File: src/rtl/view_control_if.sv
// Sprite descriptor valid/ready channel.
// Game logic drives the master side; view_control is the slave.
interface view_control_if;
  logic       obj_valid;
  logic       obj_ready;
  logic [8:0] obj_x;
  logic [7:0] obj_y;
  logic       obj_is_stone;
  logic       obj_last;

  modport master (
    output obj_valid, obj_x, obj_y,
    output obj_is_stone, obj_last,
    input  obj_ready
  );

  modport slave (
    input  obj_valid, obj_x, obj_y,
    input  obj_is_stone, obj_last,
    output obj_ready
  );
endinterface

File: src/rtl/view_control.sv
// Frame sequencer for the view datapath: background sweep,
// then sprite descriptors, with a clipped, pipelined plot strobe.
module view_control #(
  parameter int SCREEN_W = 320,
  parameter int SCREEN_H = 240,
  parameter int PIPE_LAT = 2
) (
  input  logic       clk,
  input  logic       resetn,
  input  logic       start,
  input  logic       draw_objects,
  view_control_if.slave obj,
  output logic [8:0] x_init,
  output logic [7:0] y_init,
  output logic       load_x,
  output logic       load_y,
  output logic       load_stone,
  output logic       load_color,
  output logic       resetn_c,
  output logic       enable_c,
  output logic       enable_x_adder,
  output logic       enable_y_adder,
  output logic       draw_background,
  output logic       plot,
  output logic       busy,
  output logic       done
);

  localparam logic [2:0] IDLE      = 3'd0;
  localparam logic [2:0] BG_DRAW   = 3'd1;
  localparam logic [2:0] BG_FLUSH  = 3'd2;
  localparam logic [2:0] OBJ_WAIT  = 3'd3;
  localparam logic [2:0] OBJ_LOAD  = 3'd4;
  localparam logic [2:0] OBJ_DRAW  = 3'd5;
  localparam logic [2:0] OBJ_FLUSH = 3'd6;
  localparam logic [2:0] DONE      = 3'd7;

  localparam logic [9:0]  W_LIM  = 10'(SCREEN_W);
  localparam logic [8:0]  H_LIM  = 9'(SCREEN_H);
  localparam logic [16:0] FL_END = 17'(PIPE_LAT - 1);

  logic [2:0]          state_q, state_d;
  logic [16:0]         cnt_q, cnt_d;
  logic                objs_q, objs_d;
  logic                stone_q, stone_d;
  logic                last_q, last_d;
  logic                rdy_q;
  logic [8:0]          x_q, x_d;
  logic [7:0]          y_q, y_d;
  logic [PIPE_LAT-1:0] pipe_q;
  logic [PIPE_LAT:0]   shift;
  logic                xfer, issue, bg_v, obj_v;
  logic [9:0]          sx;
  logic [8:0]          sy;

  assign xfer = (state_q == OBJ_WAIT) && obj.obj_valid && rdy_q;

  // cnt_q doubles as the view background counter mirror
  assign bg_v = ({1'b0, cnt_q[8:0]} < W_LIM) &&
                ({1'b0, cnt_q[16:9]} < H_LIM);
  assign sx = {1'b0, x_q} + {6'b0, cnt_q[3:0]};
  assign sy = {1'b0, y_q} + {5'b0, cnt_q[7:4]};
  assign obj_v = (sx < W_LIM) && (sy < H_LIM);

  assign issue = ((state_q == BG_DRAW) && bg_v) ||
                 ((state_q == OBJ_DRAW) && obj_v);
  assign shift = {pipe_q, issue};

  always_comb begin
    state_d = state_q;
    cnt_d   = cnt_q;
    objs_d  = objs_q;
    stone_d = stone_q;
    last_d  = last_q;
    x_d     = x_q;
    y_d     = y_q;
    unique case (state_q)
      IDLE: if (start) begin
        state_d = BG_DRAW;
        cnt_d   = '0;
        objs_d  = draw_objects;
      end
      BG_DRAW: begin
        cnt_d = cnt_q + 17'd1;
        if (cnt_q == 17'h1FFFF) state_d = BG_FLUSH;
      end
      BG_FLUSH: begin
        cnt_d = cnt_q + 17'd1;
        if (cnt_q == FL_END) begin
          cnt_d   = '0;
          state_d = objs_q ? OBJ_WAIT : DONE;
        end
      end
      OBJ_WAIT: if (xfer) begin
        state_d = OBJ_LOAD;
        x_d     = obj.obj_x;
        y_d     = obj.obj_y;
        stone_d = obj.obj_is_stone;
        last_d  = obj.obj_last;
      end
      OBJ_LOAD: begin
        state_d = OBJ_DRAW;
        cnt_d   = '0;
      end
      OBJ_DRAW: begin
        cnt_d = cnt_q + 17'd1;
        if (cnt_q[7:0] == 8'hFF) begin
          cnt_d   = '0;
          state_d = OBJ_FLUSH;
        end
      end
      OBJ_FLUSH: begin
        cnt_d = cnt_q + 17'd1;
        if (cnt_q == FL_END) begin
          cnt_d   = '0;
          state_d = last_q ? DONE : OBJ_WAIT;
        end
      end
      DONE: state_d = IDLE;
      default: state_d = IDLE;
    endcase
  end

  always_ff @(posedge clk or negedge resetn) begin
    if (!resetn) begin
      state_q <= IDLE;
      cnt_q   <= '0;
      objs_q  <= 1'b0;
      stone_q <= 1'b0;
      last_q  <= 1'b0;
      rdy_q   <= 1'b0;
      x_q     <= '0;
      y_q     <= '0;
      pipe_q  <= '0;
    end else begin
      state_q <= state_d;
      cnt_q   <= cnt_d;
      objs_q  <= objs_d;
      stone_q <= stone_d;
      last_q  <= last_d;
      rdy_q   <= (state_d == OBJ_WAIT);
      x_q     <= x_d;
      y_q     <= y_d;
      pipe_q  <= shift[PIPE_LAT-1:0];
    end
  end

  assign obj.obj_ready   = rdy_q;
  assign x_init          = x_q;
  assign y_init          = y_q;
  assign load_x          = (state_q == OBJ_LOAD);
  assign load_y          = (state_q == OBJ_LOAD);
  assign resetn_c        = (state_q != OBJ_LOAD);
  assign load_stone      = stone_q &&
                           ((state_q == OBJ_LOAD) ||
                            (state_q == OBJ_DRAW) ||
                            (state_q == OBJ_FLUSH));
  assign enable_c        = (state_q == OBJ_DRAW);
  assign draw_background = (state_q == BG_DRAW);
  assign load_color      = (state_q == BG_DRAW) ||
                           (state_q == OBJ_DRAW);
  assign enable_x_adder  = load_color;
  assign enable_y_adder  = load_color;
  assign plot            = pipe_q[PIPE_LAT-1];
  assign busy            = (state_q != IDLE);
  assign done            = (state_q == DONE);

endmodule

File: src/flat_wrapper.sv
// flat-port wrapper written by rule: the top's interface ports become plain ports
module view_control_flat 
#(
  parameter int SCREEN_W = 320,
  parameter int SCREEN_H = 240,
  parameter int PIPE_LAT = 2
)
  (clk, resetn, start, draw_objects, x_init, y_init, load_x, load_y, load_stone, load_color, resetn_c, enable_c, enable_x_adder, enable_y_adder, draw_background, plot, busy, done, obj_obj_valid, obj_obj_x, obj_obj_y, obj_obj_is_stone, obj_obj_last, obj_obj_ready);
  view_control_if obj_i ();
  input  logic clk;
  input  logic resetn;
  input  logic start;
  input  logic draw_objects;
  output logic [8:0] x_init;
  output logic [7:0] y_init;
  output logic load_x;
  output logic load_y;
  output logic load_stone;
  output logic load_color;
  output logic resetn_c;
  output logic enable_c;
  output logic enable_x_adder;
  output logic enable_y_adder;
  output logic draw_background;
  output logic plot;
  output logic busy;
  output logic done;
  input wire logic [$bits(obj_i.obj_valid)-1:0] obj_obj_valid;
  input wire logic [$bits(obj_i.obj_x)-1:0] obj_obj_x;
  input wire logic [$bits(obj_i.obj_y)-1:0] obj_obj_y;
  input wire logic [$bits(obj_i.obj_is_stone)-1:0] obj_obj_is_stone;
  input wire logic [$bits(obj_i.obj_last)-1:0] obj_obj_last;
  output wire logic [$bits(obj_i.obj_ready)-1:0] obj_obj_ready;
  assign obj_i.obj_valid = obj_obj_valid;
  assign obj_i.obj_x = obj_obj_x;
  assign obj_i.obj_y = obj_obj_y;
  assign obj_i.obj_is_stone = obj_obj_is_stone;
  assign obj_i.obj_last = obj_obj_last;
  assign obj_obj_ready = obj_i.obj_ready;
  view_control #(.SCREEN_W(SCREEN_W), .SCREEN_H(SCREEN_H), .PIPE_LAT(PIPE_LAT)) u_core (.clk(clk), .resetn(resetn), .start(start), .draw_objects(draw_objects), .obj(obj_i), .x_init(x_init), .y_init(y_init), .load_x(load_x), .load_y(load_y), .load_stone(load_stone), .load_color(load_color), .resetn_c(resetn_c), .enable_c(enable_c), .enable_x_adder(enable_x_adder), .enable_y_adder(enable_y_adder), .draw_background(draw_background), .plot(plot), .busy(busy), .done(done));
endmodule
File: config.mk
export PLATFORM = sky130hd
export DESIGN_NAME = view_control_flat
export DESIGN_NICKNAME = d
export VERILOG_FILES = /design/src/rtl/view_control_if.sv /design/src/rtl/view_control.sv /design/src/flat_wrapper.sv
export SDC_FILE = /design/constraint.sdc
export NUM_CORES = 1
export LEC_CHECK = 0
export ABC_CLOCK_PERIOD_IN_PS = 4600
export BUFFER_PORTS_ARGS = -buffer_cell sky130_fd_sc_hd__buf_2
export CORE_MARGIN = 10
export CORE_UTILIZATION = 57
export CTS_BUF_LIST = sky130_fd_sc_hd__clkbuf_8 sky130_fd_sc_hd__clkbuf_16
export DETAILED_ROUTE_END_ITERATION = 8
export PLACE_DENSITY = 0.84
export SYNTH_ARGS = -nofsm -noshare
export SYNTH_HDL_FRONTEND = slang
export SYNTH_SLANG_ARGS = --single-unit
File: constraint.sdc
create_clock -name clk -period 4.6 [get_ports clk]
set_input_delay 0.23 -clock clk [delete_from_list [all_inputs] [get_ports clk]]
set_output_delay 0.23 -clock clk [all_outputs]
set_load 0.01 [all_outputs]
==> flow_metrics.tcl <==
set metrics [dict create \
    p_leak_nw 1.33 \
    drtIter0Drc 85 \
    layout-drive-gt1-share_pct 35.3 \
    crit_path_end "u_core.cnt_q[11]$_DFFE_PN0P_" \
    synth_top_area_cell "dfrtp_1" \
    ant_nets 0 \
    routabilityCongestion 0.923 \
    cp-startpoint "u_core.state_q[1]$_DFF_PN0_" \
    worstPathMaxFanout 13 \
    swShare_pct 38.4 \
    seq_power_share_pct 42.8 \
    root_buffer "clkbuf_8" \
    hp-class "in2async" \
    worst_pin_slew_ps 944 \
    viasPerCell 5.76 \
    clkSinkCount 43 \
    rows 23 \
    synthCells 219 \
    rr_worst_depth 5 \
    routedWlPerCell_microns 16.1 \
    netlist_area_sq_um 2300 \
    path_cells "nand2_1 -> nor4b_1 -> nor4bb_1 -> o21ai_0 -> o21ai_0" \
    cts_setup_buffers 0 \
    start_util_pct 58.2 \
    track_usage_pct 15.0 \
    max-vdd-ir-drop_mv 0.386 \
    clk_pin_slew_ps 80 \
    cpMostUsedCell "o21ai_0" \
    async_reset_ff_share_pct 100 \
    slowest_stage "nor4b_1" \
    start_kind "register" \
    yosysTopAreaCellShare_pct 46.9 \
    slowest_delay_ps 810 \
    reg2reg_slack_ps 2250 \
    critPathArrivalTime_ps 2570 \
    p_int_uw 949 \
    final.setup.tns_ps 0 \
    criticalPathCategory "reg2reg" \
    rsz0062_at_grt "no" \
    overflow 0 \
    synth.most_common_cell "dfrtp_1" \
    post_cts_resized 0 \
    yosysWarnings 0 \
    r2r-start "u_core.state_q[1]$_DFF_PN0_" \
    dr_total_vias 1854 \
    cts_made_buffers 5 \
    critPathRequiredTime_ps 4810 \
    period_minus_slack_ps 2350 \
    clkPwrFrac_pct 19.9 \
    clockBufferDepth 2 \
    final_util_pct 68.7 \
    synth_seq_cells 43 \
    synthFlopType "dfrtp_1" \
    nNetsFinal 305 \
    dr.pass1.iters 4 \
    timing.rr.end "u_core.cnt_q[11]$_DFFE_PN0P_" \
    synth_nets 253 \
    ys_top_cells_by_count "43 x dfrtp_1, 23 x nor2_1, 20 x mux2_2" \
    post-route-period-util_pct 51.2 \
    die_x_microns 83.5 \
    dp_hpwl_mm 3.96 \
    core_area_sq_um 3940 \
    drt-total-wl_mm 5.18 \
    grt_pass1_wl_mm 8.88 \
    synth_edf_count 0 \
    grt_pass1_vias 1893 \
    cts_tree "yes" \
    grt_max_degree 44 \
    htreeDepth 2 \
    ioPinCount 54 \
    antenna_found_initial 0 \
    setup_viol 0 \
    fmax_mhz 425 \
    synth_area_leaders "dfrtp_1 47%, mux2_2 9.8%, ha_1 5.4%" \
    power_switching_uw 591 \
    hold_viol 0 \
    status "finished, final reports clean" \
    slew_violations 0 \
    syn_area_per_cell_sq_um 10.5 \
    maxSlewHeadroom_pct 36.2 \
    die_area_sq_um 6970 \
    fp.dieH_microns 83.5 \
    synth_cell_types 49 \
    hold_buffers 0 \
    numPortBuffers 53 \
    n_antenna_cell 0 \
    drc 0 \
    area_delta_synth_final_pct 18.0 \
    skew_ps 6.09 \
    powerDensity_nw_per_um2 568 \
    max-cap-violations 0 \
    end_kind "register" \
    seq_area_frac_synth_pct 46.9 \
    clock_latency_ps 300 \
    power_frac_comb_pct 37.3 \
]
final cells by class:
| cell class | instances | area (sq um) |
|---|---|---|
| fill | 305 | 1230 |
| multi-input combinational | 156 | 1130 |
| sequential | 43 | 1080 |
| timing repair buffer | 54 | 273 |
| clock buffer | 6 | 82.6 |
| tap | 50 | 62.6 |
| inverter | 11 | 41.3 |
| clock inverter | 2 | 38.8 |
cells in the final DEF, fill, tap and decap left out, drive strengths merged, types with 5 or more instances in the layout:
| cell type | netlist | final |
|---|---|---|
| clkbuf | 4 | 6 |
| buf | 5 | 54 |
| inv | 11 | 12 |
| nand3 | 8 | 8 |
| dfrtp | 43 | 43 |
| mux2 | 20 | 20 |
| nor4 | 5 | 5 |
| nand2 | 13 | 13 |
| nand4 | 6 | 6 |
| nor3 | 5 | 5 |
| a21oi | 5 | 5 |
| o21ai | 10 | 10 |
| ha | 10 | 10 |
| nor2 | 23 | 23 |
worst min path at each step:
stage | start | end | slack (ps) | cells past startpoint
after global placement | u_core.pipe_q[0]$_DFF_PN0_ | u_core.pipe_q[1]$_DFF_PN0_ | 330 | 0
after detailed placement | u_core.pipe_q[0]$_DFF_PN0_ | u_core.pipe_q[1]$_DFF_PN0_ | 340 | 0
after CTS | resetn | u_core.cnt_q[12]$_DFFE_PN0P_ | 90 | 1
final | resetn | u_core.cnt_q[12]$_DFFE_PN0P_ | 60 | 1
after floorplan | resetn | u_core.cnt_q[0]$_DFFE_PN0P_ | -70 | 0
after global routing | resetn | u_core.cnt_q[12]$_DFFE_PN0P_ | 130 | 1
sequential cells by signal, indices dropped and copies added, names as in the netlist:
name and flops:
u_core.objs_q 1, u_core.last_q 1, u_core.stone_q 1, u_core.pipe_q 2
u_core.y_init 8, u_core.cnt_q 17, u_core.state_q 3, u_core.obj.obj_ready 1
u_core.x_init 9
power by group through the flow:
| stage | clock (mW) | combinational [mW] | sequential (mW) |
|---|---|---|---|
| global placement | 0 | 0.559 | 0.657 |
| floorplan | 0 | 0.376 | 0.648 |
| detailed placement | 0 | 0.580 | 0.665 |
| CTS | 0.314 | 0.586 | 0.658 |
| global route | 0.333 | 0.642 | 0.684 |
| finish | 0.306 | 0.574 | 0.659 |
per-stage QoR:
stage	worst slack, ps	hold WS (ps)	cells	instance area (sq um)	total power [mW]
2_1_floorplan	2570	-65.6	219	2300	1.02
3_3_place_gp	2440	332	314	2590	1.22
3_5_place_dp	2360	343	314	2590	1.24
4_1_cts	2300	91.1	322	2710	1.56
5_1_grt	1990	133	322	2710	1.66
6_report	2250	61.3	322	2710	1.54
kinds of logic (layout without fill, tap and decap cells):
| family | Yosys count | count (layout) | share of synthesized area (%) |
|---|---|---|---|
| flops | 43 | 43 | 46.9 |
| mux | 20 | 20 | 9.81 |
| buf+inv | 20 | 73 | 3.92 |
| compound gates | 39 | 39 | 12.3 |
| xor+xnor | 7 | 7 | 2.67 |
| simple gates | 80 | 80 | 19.0 |
| fa+ha+maj | 10 | 10 | 5.45 |
routing by layer:
metal	vias to the layer above	global-route usage, %	wire [microns]
met4	0	4.87	72
met2	57	24.8	2520
met3	7	5.57	432
li1	907	-	-
met5	-	0	0
met1	883	17.5	2150
critical path: cells and delay by family, from the launching register on:
kind | cells | cell delay (ps)
AOI/OAI and AO/OA | 2 | 240
and+or+nand+nor | 3 | 1500
DFF | 1 | 530
No activity file was read; power rests on OpenSTA's default activity.
